### src/rtl/lock_pkg.sv
// rtl/lock_pkg.sv - shared debounce state encoding and default debounce length
package lock_pkg;

    // 10 ms at 50 MHz
    localparam int DEBOUNCE_CYCLES_DEFAULT = 500000;

    typedef enum logic [1:0] {
        RELEASED     = 2'd0,
        PRESS_WAIT   = 2'd1,
        PRESSED      = 2'd2,
        RELEASE_WAIT = 2'd3
    } db_state_t;

endpackage

### src/rtl/btn_debounce.sv
// rtl/btn_debounce.sv - per-button synchroniser, debounce FSM and press event (BUTTON_CONDITIONER_DEBOUNCE_EN)
module btn_debounce
    import lock_pkg::*;
#(
    parameter int DEBOUNCE_CYCLES = DEBOUNCE_CYCLES_DEFAULT,
    parameter int CNT_W           = 20
) (
    input  logic clk,
    input  logic rst_n,
    input  logic raw,
    output logic level,
    output logic press
);

    logic [1:0] sync_q;
    logic       sync;

    // two-flop synchroniser for the asynchronous button input
    always_ff @(posedge clk or negedge rst_n) begin
        if (!rst_n) begin
            sync_q <= 2'b00;
        end else begin
            sync_q <= {sync_q[0], raw};
        end
    end

    assign sync = sync_q[1];

`ifdef BUTTON_CONDITIONER_DEBOUNCE_EN
    localparam logic [CNT_W-1:0] CNT_LAST = CNT_W'(DEBOUNCE_CYCLES - 1);

    db_state_t        state, state_next;
    logic [CNT_W-1:0] cnt, cnt_next;

    // debounce state and stability counter
    always_ff @(posedge clk or negedge rst_n) begin
        if (!rst_n) begin
            state <= RELEASED;
            cnt   <= '0;
        end else begin
            state <= state_next;
            cnt   <= cnt_next;
        end
    end

    // next state; counter restarts on every state entry and saturates at CNT_LAST
    always_comb begin
        state_next = state;
        cnt_next   = cnt;
        press      = 1'b0;
        case (state)
            RELEASED: begin
                if (sync) begin
                    state_next = PRESS_WAIT;
                    cnt_next   = '0;
                end
            end
            PRESS_WAIT: begin
                if (!sync) begin
                    state_next = RELEASED;
                    cnt_next   = '0;
                end else if (cnt == CNT_LAST) begin
                    state_next = PRESSED;
                    cnt_next   = '0;
                    press      = 1'b1;
                end else begin
                    cnt_next = cnt + 1'b1;
                end
            end
            PRESSED: begin
                if (!sync) begin
                    state_next = RELEASE_WAIT;
                    cnt_next   = '0;
                end
            end
            RELEASE_WAIT: begin
                if (sync) begin
                    state_next = PRESSED;
                    cnt_next   = '0;
                end else if (cnt == CNT_LAST) begin
                    state_next = RELEASED;
                    cnt_next   = '0;
                end else begin
                    cnt_next = cnt + 1'b1;
                end
            end
            default: begin
                state_next = RELEASED;
                cnt_next   = '0;
            end
        endcase
    end

    assign level = (state == PRESSED) || (state == RELEASE_WAIT);
`else
    logic             sync_d;
    logic             press_q;
    logic [CNT_W-1:0] unused_cfg;

    // rising-edge detect on the synchronised level, registered
    always_ff @(posedge clk or negedge rst_n) begin
        if (!rst_n) begin
            sync_d  <= 1'b0;
            press_q <= 1'b0;
        end else begin
            sync_d  <= sync;
            press_q <= sync & ~sync_d;
        end
    end

    assign level      = sync;
    assign press      = press_q;
    assign unused_cfg = CNT_W'(DEBOUNCE_CYCLES);
`endif

endmodule

### src/rtl/button_conditioner.sv
// rtl/button_conditioner.sv - two-button conditioner with one-pulse-per-cycle arbiter (BUTTON_CONDITIONER_DEBOUNCE_EN)
module button_conditioner
    import lock_pkg::*;
#(
    parameter int DEBOUNCE_CYCLES = DEBOUNCE_CYCLES_DEFAULT,
    parameter int CNT_W           = 20
) (
    input  logic clk,
    input  logic reset_in,
    input  logic b0_raw_in,
    input  logic b1_raw_in,
    output logic b0_out,
    output logic b1_out,
    output logic b0_level_out,
    output logic b1_level_out
);

    logic ev0, ev1;
    logic pend0, pend1;
    logic pend0_next, pend1_next;
    logic fire0, fire1;

    btn_debounce #(
        .DEBOUNCE_CYCLES (DEBOUNCE_CYCLES),
        .CNT_W           (CNT_W)
    ) u_b0 (
        .clk   (clk),
        .rst_n (reset_in),
        .raw   (b0_raw_in),
        .level (b0_level_out),
        .press (ev0)
    );

    btn_debounce #(
        .DEBOUNCE_CYCLES (DEBOUNCE_CYCLES),
        .CNT_W           (CNT_W)
    ) u_b1 (
        .clk   (clk),
        .rst_n (reset_in),
        .raw   (b1_raw_in),
        .level (b1_level_out),
        .press (ev1)
    );

    // pending presses are served first, then new b0, then new b1; losers wait a cycle
    always_comb begin
        fire0      = 1'b0;
        fire1      = 1'b0;
        pend0_next = 1'b0;
        pend1_next = 1'b0;
        if (pend1) begin
            fire1      = 1'b1;
            pend0_next = pend0 | ev0;
            pend1_next = ev1;
        end else if (pend0) begin
            fire0      = 1'b1;
            pend0_next = ev0;
            pend1_next = ev1;
        end else if (ev0) begin
            fire0      = 1'b1;
            pend1_next = ev1;
        end else begin
            fire1 = ev1;
        end
    end

    // registered pulse outputs and pending flags
    always_ff @(posedge clk or negedge reset_in) begin
        if (!reset_in) begin
            b0_out <= 1'b0;
            b1_out <= 1'b0;
            pend0  <= 1'b0;
            pend1  <= 1'b0;
        end else begin
            b0_out <= fire0;
            b1_out <= fire1;
            pend0  <= pend0_next;
            pend1  <= pend1_next;
        end
    end

endmodule

### config.mk
export PLATFORM = sky130hd
export DESIGN_NAME = button_conditioner
export DESIGN_NICKNAME = d
export VERILOG_FILES = /design/src/rtl/lock_pkg.sv /design/src/rtl/btn_debounce.sv /design/src/rtl/button_conditioner.sv
export SDC_FILE = /design/constraint.sdc
export NUM_CORES = 1
export LEC_CHECK = 0
export ABC_AREA = 0
export CAP_MARGIN = 20
export CORE_AREA = 4 4 41 43
export CTS_CLUSTER_DIAMETER = 150
export CTS_CLUSTER_SIZE = 24
export DETAILED_ROUTE_END_ITERATION = 10
export DIE_AREA = 0 0 45 47
export GPL_ROUTABILITY_DRIVEN = 1
export GPL_TIMING_DRIVEN = 0
export PLACE_DENSITY = 0.5
export SLEW_MARGIN = 20
export SYNTH_ARGS = -nofsm -noshare
export SYNTH_HDL_FRONTEND = slang
export SYNTH_SLANG_ARGS = --single-unit
### constraint.sdc
create_clock -name clk -period 1.2 [get_ports clk]
set_input_delay 0.24 -clock clk [delete_from_list [all_inputs] [get_ports clk]]
set_output_delay 0.24 -clock clk [all_outputs]
set_load 0.005 [all_outputs]
==> results.md <==
* Clk pin slew, worst setup/hold paths at 0.07 ns
* Avg Cell Area, Syn at approximately 17 um2
* Crit-path cells: dlygate4sd2_1
* Vias in the first global route at 202
* CTS Sinks at 12
* Crit. Startpoint: u_b1.sync_q[1]
* Root buf cell: clkbuf_4
* Final period util at 0.943
* Initial DRC count at 1
* Crit start category: flip-flop
* Full die area at 2120 um2
* Placed cell count at 42
* Max-Cap Viols at 0
* Die width at roughly 45 um
* PwrDens at 1650 nW/um2
* Num CTS Buffers at 3
* # port buffers at 7
* TritonCTS clock tree: built
* #FFs+latches synth at 12
* Worst Hold Slack at 0.305 ns
* Final HPWL DP at 345 um
* RePlAce Congestion at 0.599
* WS Path Type: reg2out
* Fraction of layout cells with a size suffix above 1 at 0.156
* Grt ovf at 0
* Via count at 188
* Reg2Reg Launch Point: pend1
* Top cell type's share of synthesized area at 0.870
* Netlist Area Pre-Place at 345 um2
* CP max stage delay at 0.37 ns
* Max frequency at 0.883 GHz
* First-pass GRT wire length at 828 um
* FP Rows at 13
* Initial Util at 0.265
* Non-filler cells in the finished layout at 47
* Routed WL at 495 um
* Synth Instances at 20
* Reg-to-Reg End: pend1
* Largest net degree at the start of global routing at 13
* H-tree depth at 1
* RSZ-0062 raised after global routing: no
* Worst-Margin Slew at 0.505 ns
* WP data required at approximately 0.96 ns
* Ant. Diodes at 0
* Core area at about 1300 um2
* Post-DRT Antenna Nets at 0
* Slew headroom at 0.662
* DRC Markers at 0
* DR pass1 iterations at 2
* Avg WL per Cell at 10.5 um
* Worst-Skew Late Latency at 0.27 ns
* Setup TNS at 0 ns
* Worst reg-to-reg setup slack at 0.36 ns
* Die Y at about 47 um
* CTS Hold Bufs at 0
* Final net count at 37
* Gr usage total at 0.0631
* Crit path buffers/inverters at 1
* Maximum clock path buffer count at 2
* Worst vdd rail ir drop at around 0.00097 V
* Crit path max fanout at 2
* Tot Pwr at slightly below 800 uW
* Critical path capture point type: primary output
* Pins Over Slew Limit at 0
* Most common cell after layout, fill and taps aside: dfrtp_1
* Top Family by Delay on Critical Path: flip-flops
* Cell variety after synth at 6
* Final setup fails at 0
* Area delta synth->final at 37.3%
* Post-synth net total at 24
* Initial antenna violation count at 0
* Reg2Reg Depth at 1
* Clock skew at 0.00489 ns
* Post-synthesis sequential area ratio at 0.870
* Dominant cells by area after synthesis: dfrtp_1 (87%), nor2b_1 (3.6%), nor2_1 (3.3%), o31a_1 (2.5%), a21o_1 (2.2%)
* Post-DR vias/cell at about 4
* Critical Path AT at 0.89 ns
* Leak at 0.232 nW
* Min-Delay Path Class: in2async
* Status: finished clean
* Yosys warning total at 0
* Final Hold Viols at 0
* Post-synth top area cell: dfrtp_1
* Most frequent cells in the layout: dfrtp_1 (12), nor2_1 (3), clkbuf_4 (3), clkdlybuf4s50_1 (3), dlygate4sd2_1 (3)
* Critical-path top delay cell: dfrtp_1
* Min Tclk post-route at 1.13 ns
* Boundary Pins at 8
metrics by stage:
step	worst slack [ns]	util	area [um2]
finish	0.0678	0.364	474
global route	0.0139	0.364	474
CTS	0.0289	0.363	473
detailed placement	0.113	0.334	434
global placement	0.117	0.334	434
floorplan	0.417	-	345
metal layers:
metal  track usage  part of all wire  vias to the layer above  wire [um]
met5             0                 0                        -          0
met4        0.0175                 0                        0          0
met3        0.0613              0.11                        0         52
met2        0.0960              0.47                        7        234
met1        0.0608              0.42                       93        208
li1              -                 -                       88          -
state kept, by name, indices dropped and copies added (netlist names):
| register | count |
|---|---|
| pend1 | 1 |
| pend0 | 1 |
| u_b0.sync_q | 2 |
| u_b1.sync_d | 1 |
| u_b1.sync_q | 2 |
| u_b0.sync_d | 1 |
| u_b1.press | 1 |
| b0_out | 1 |
| u_b0.press | 1 |
| b1_out | 1 |
power breakdown:
group / internal (mW) / leakage (nW) / total (mW) / switching [mW]
clock network: 0.184 / 0.0210 / 0.309 / 0.125
logic: 0.0244 / 0.0617 / 0.0410 / 0.0166
registers: 0.425 / 0.149 / 0.434 / 0.00910
Yosys cell counts:
library cell	number
dfrtp_1	12
nor2_1	3
a21oi_1	1
nor2b_1	2
o31a_1	1
a21o_1	1
worst max path at each step:
stage                     cells after the start            to
after floorplan                               1         pend1
after global placement                        1  b0_level_out
after detailed placement                      1  b0_level_out
after CTS                                     1  b0_level_out
after global routing                          1  b1_level_out
final                                         1  b1_level_out
final cells by class:
cell class	count	area, um2
Clock buffer	4	36.3
Multi-Input combinational cell	8	45.0
Timing Repair Buffer	8	73.8
Tap cell	15	18.8
Fill cell	127	827
Sequential cell	12	300
cells by family after synthesis:
group | after synthesis | share of synthesized area
flip-flops | 12 | 0.870
AND/OR/NAND/NOR | 5 | 0.0688
AO/OA/AOI/OAI | 3 | 0.0616
timing repair:
action,CTS,global route
setup endpoints to repair,4,1
setup buffers,1,0
resized for setup,4,1
Note: power is estimated with default switching activity, not from simulation.
